===== config.mk =====
export PLATFORM = sky130hd
export DESIGN_NAME = clk_div3
export DESIGN_NICKNAME = d
export VERILOG_FILES = /design/src/rtl/clk_div3.sv
export SDC_FILE = /design/constraint.sdc
export NUM_CORES = 1
export LEC_CHECK = 0
export BUFFER_PORTS_ARGS = -buffer_cell sky130_fd_sc_hd__buf_2
export CORE_AREA = 2 2 39 41
export CTS_CLUSTER_DIAMETER = 100
export DETAILED_ROUTE_END_ITERATION = 7
export DIE_AREA = 0 0 41 43
export GPL_ROUTABILITY_DRIVEN = 0
export HOLD_SLACK_MARGIN = 0.15
export PLACE_DENSITY = 0.3
export SLEW_MARGIN = 20
export SYNTH_ARGS = -nofsm -noshare
export SYNTH_HDL_FRONTEND = slang
export SYNTH_SLANG_ARGS = --single-unit
export TNS_END_PERCENT = 10

===== constraint.sdc =====
create_clock -name clk -period 1.7 [get_ports clk]
set_clock_uncertainty 0.05 [all_clocks]
set_input_delay 0.17 -clock clk [delete_from_list [all_inputs] [get_ports clk]]
set_output_delay 0.17 -clock clk [all_outputs]
set_load 0.05 [all_outputs]

===== src/rtl/clk_div3.sv =====
// ---------------------------------------------------------------------------
// clk_div3 -- integer clock divider with an exact 50% duty cycle.
//
// Divides clk by DIVISOR (default 3, legal range 2..65535). The output period
// is DIVISOR source periods, and the output is high for exactly half of it.
// Even divisors are built from rising-edge flops only. Odd divisors use one
// extra falling-edge flop to get the half-period resolution they need.
//
// Ports
//   clk      in   source clock; rising edge is primary, falling edge is used
//                 only when DIVISOR is odd
//   reset    in   synchronous active-high reset, sampled on the rising edge
//   clk_out  out  divided clock; driven by a flop, or by the OR of two flops
// ---------------------------------------------------------------------------
module clk_div3 #(
    parameter int DIVISOR = 3
) (
    input  logic clk,
    input  logic reset,
    output logic clk_out
);

    // Counter width; a 1-bit counter still covers DIVISOR == 2.
    localparam int CW = (DIVISOR > 2) ? $clog2(DIVISOR) : 1;

    localparam logic [CW-1:0] CNT_ZERO = CW'(0);
    localparam logic [CW-1:0] CNT_ONE  = CW'(1);
    localparam logic [CW-1:0] CNT_LAST = CW'(DIVISOR - 1);
    // Number of rising edges per period during which the phase flop is high.
    localparam logic [CW-1:0] CNT_HALF = CW'(DIVISOR / 2);

    localparam bit IS_ODD = (DIVISOR % 2) == 1;

    // Reject divisors that do not fit the design at elaboration time.
    if ((DIVISOR < 2) || (DIVISOR > 65535)) begin : g_bad_divisor
        $error("clk_div3: DIVISOR must be in the range 2..65535");
    end

    logic [CW-1:0] cnt_q;
    logic [CW-1:0] cnt_d;
    logic          p_q;
    logic          p_d;

    // Next-state logic for the modulo-N counter and the rising-edge phase.
    always_comb begin
        cnt_d = cnt_q;
        p_d   = p_q;
        if (reset) begin
            cnt_d = CNT_ZERO;
            p_d   = 1'b0;
        end else begin
            if (cnt_q == CNT_LAST) begin
                cnt_d = CNT_ZERO;
            end else begin
                cnt_d = cnt_q + CNT_ONE;
            end
            // The phase uses the counter value before this edge's update, so
            // the output rises on the same edge at which the counter leaves 0.
            p_d = (cnt_q < CNT_HALF);
        end
    end

    // Rising-edge state register.
    always_ff @(posedge clk) begin
        cnt_q <= cnt_d;
        p_q   <= p_d;
    end

    if (IS_ODD) begin : g_odd
        logic n_q;

        // Half-cycle delayed copy of the phase. ORing it with the phase
        // stretches the high time by Tclk/2, giving N*Tclk/2 high for odd N.
        always_ff @(negedge clk) begin
            if (reset) begin
                n_q <= 1'b0;
            end else begin
                n_q <= p_q;
            end
        end

        // Both inputs are flops, and they never change together in a way
        // that can glitch: n_q only follows p_q half a cycle later.
        assign clk_out = p_q | n_q;
    end else begin : g_even
        assign clk_out = p_q;
    end

endmodule


==> results.ini <==
[clocking]
cts_tree = built
cts_buffers = 3
clk_latency_ns = 0.23
clock-sinks = 4
htreeDepth = 1
cts_setup_buffers = 0
cts.path.max_buffers = 2
cts_root_buf = clkbuf_4
clk_pin_slew_worst_paths_ns = 0.04

[die]
dieArea_sq_um = 1760
die_h_um = 43
io_pins = 3
dieWidth_um = 41
initial_core_util_pct = 11.4
core_area_sq_um = 1380
rows = 14

[worst_hold_path]
min_from = cnt_q[0]$_SDFF_PP0_
hold_path_end = cnt_q[0]$_SDFF_PP0_
hp-class = reg -> reg
whs_path_depth = 1

[drt]
post_drt_wl_per_cell_um = 5.43
ant_nets = 0
detail_route.wirelength_um = 201
vias = 113
routed_via_density = 3.05
drtIter0Drc = 0
firstDrtPassIters = 1
drc_errors = 0

[global_routing]
grt_pass1_wl_um = 358
antenna_found_initial = 0
grt_max_degree = 5
grt_pass1_vias = 113
grt_remaining_overflow = 0
grt_usage_pct = 4.01

[logic_synthesis]
yosys_warnings = 0
synth.distinct_cells = 7
synth_area_leaders = dfxtp_1, ha_1, nor2b_1
yosysTopAreaCell = dfxtp_1
ys_async_sr_fraction_pct = 0
synth_flop_cell = dfxtp_1
synth-seq-cells = 4
synth_cells = 14
syn-num-nets = 18
synth-edff-count = 0
synth_area_sq_um = 158
synth_common_cells = dfxtp_1, inv_1, ha_1, nor2b_1
synth_top_area_share_pct = 50.8
postSynthAreaPerCell_sq_um = 11.3
synth.most_common_cell = dfxtp_1
seq_area_frac_synth_pct = 50.8

[finish]
n_antenna_cell = 0
seq_area_sq_um = 80.1
drive_gt1_share_pct = 38.1
instances_no_fill = 37
fillers = 165
nets = 26
syn2layout_area_growth_pct = 47.6
multi_input_area_sq_um = 68.8

[critical_path]
crit_path_start_kind = flip-flop
crit_type = reg -> out
crit_family = flip-flops
worstPathRequired_ns = 1.48
r2r-end = g_odd.n_q$_SDFF_NP0_
timing.rr.start = p_q$_SDFF_PP0_
slowest_stage = dfxtp_1
path_buf_inv = 1
critPathMaxFanout = 1
rrSetupSlack_ns = 0.33
critPathCaptureType = output pin
slowest_delay_ns = 0.29
crit_chain = or2_4 -> buf_6
crit_start = g_odd.n_q$_SDFF_NP0_
worst-r2r-cell-count = 1
cp.arrival_ns = 1.79

[timing]
rsz0062_at_grt = true
hold_viol_final = 0
whs_ns = 0.374
drv_slew = 0
fin_ws_ns = -0.311
max_slew_margin_pct = 92.1
tns_ns = -0.311
max_slew.worst_pin.slew_ns = 0.118
setup_violations = 1

[outcome]
status = finished with violations
violations = setup timing

[placed_design]
io_buffers = 2
pre_cts_ws_ns = -0.0603
numPlacedInstances = 32

[pwr]
p_leak_uw = 0.000102
pwr_density_cell_nw_per_um2 = 1410
p_total_uw = 328
ir_worst_vdd_mv = 0.436

[job]
cap_viol_max_count = 0

[per-layer routing]
metal	track usage [%]	wire, um	up-vias
li1	-	-	56
met1	2.56	73	52
met2	4.38	94	5
met3	7.85	33	0
met4	2.00	0	0
met5	0	0	-
[metrics by stage]
stage          utilization (%)  area (sq um)
4_1_cts                   16.8           233
6_report                  16.8           233
3_5_place_dp              13.7           190
2_1_floorplan                -           160
3_3_place_gp              13.7           190
5_1_grt                   16.8           233
[where the power goes]
group	switching, uW	total, uW	internal (uW)
Combinational	36.8	73.7	36.9
Clock	45.2	137	91.5
Sequential	7.10	118	111
Total	89.1	328	239
[placed cells by master, fill, tap and decap left out, drive strengths merged]
cell type	netlist	final
nor2b	2	2
nor3	1	1
or2	1	1
buf	0	2
dfxtp	4	4
dlygate4sd3	0	1
ha	2	2
inv	3	3
nor3b	1	1
clkbuf	0	4
[area by class of cell]
| type | instances | share of cell area, % |
|---|---|---|
| repair buffers | 3 | 11.3 |
| inverters | 2 | 3.23 |
| well taps | 16 | 8.60 |
| clock buffers | 4 | 11.3 |
| multi-input cells | 7 | 29.6 |
| clock inverters | 1 | 1.61 |
| flip-flops and latches | 4 | 34.4 |
[worst max-delay path by stage]
stage                     endpoint  slack [ns]  cells after the start
final                      clk_out       -0.31                      2
after global placement     clk_out       -0.06                      2
after floorplan            clk_out        0.06                      1
after global routing       clk_out       -0.34                      2
after detailed placement   clk_out       -0.06                      2
after CTS                  clk_out       -0.32                      2
[cell families (layout without fill, tap and decap cells)]
family | count (synthesis) | after routing | share of synthesized area, %
buf+inv | 3 | 10 | 7.14
fa+ha+maj | 2 | 2 | 15.9
flops | 4 | 4 | 50.8
simple gates | 5 | 5 | 26.2
[timing repair]
item	in CTS	in global routing
hold endpoints to repair	3	0
hold buffers	1	0
endpoints found under the setup margin	1	1
pin swaps	0	0
gates resized for setup	2	0
[flip-flops by register name (all words and copies together) (netlist names)]
| name | cells |
|---|---|
| cnt_q | 2 |
| g_odd.n_q | 1 |
| p_q | 1 |
Note: power is estimated with default switching activity, not from simulation.
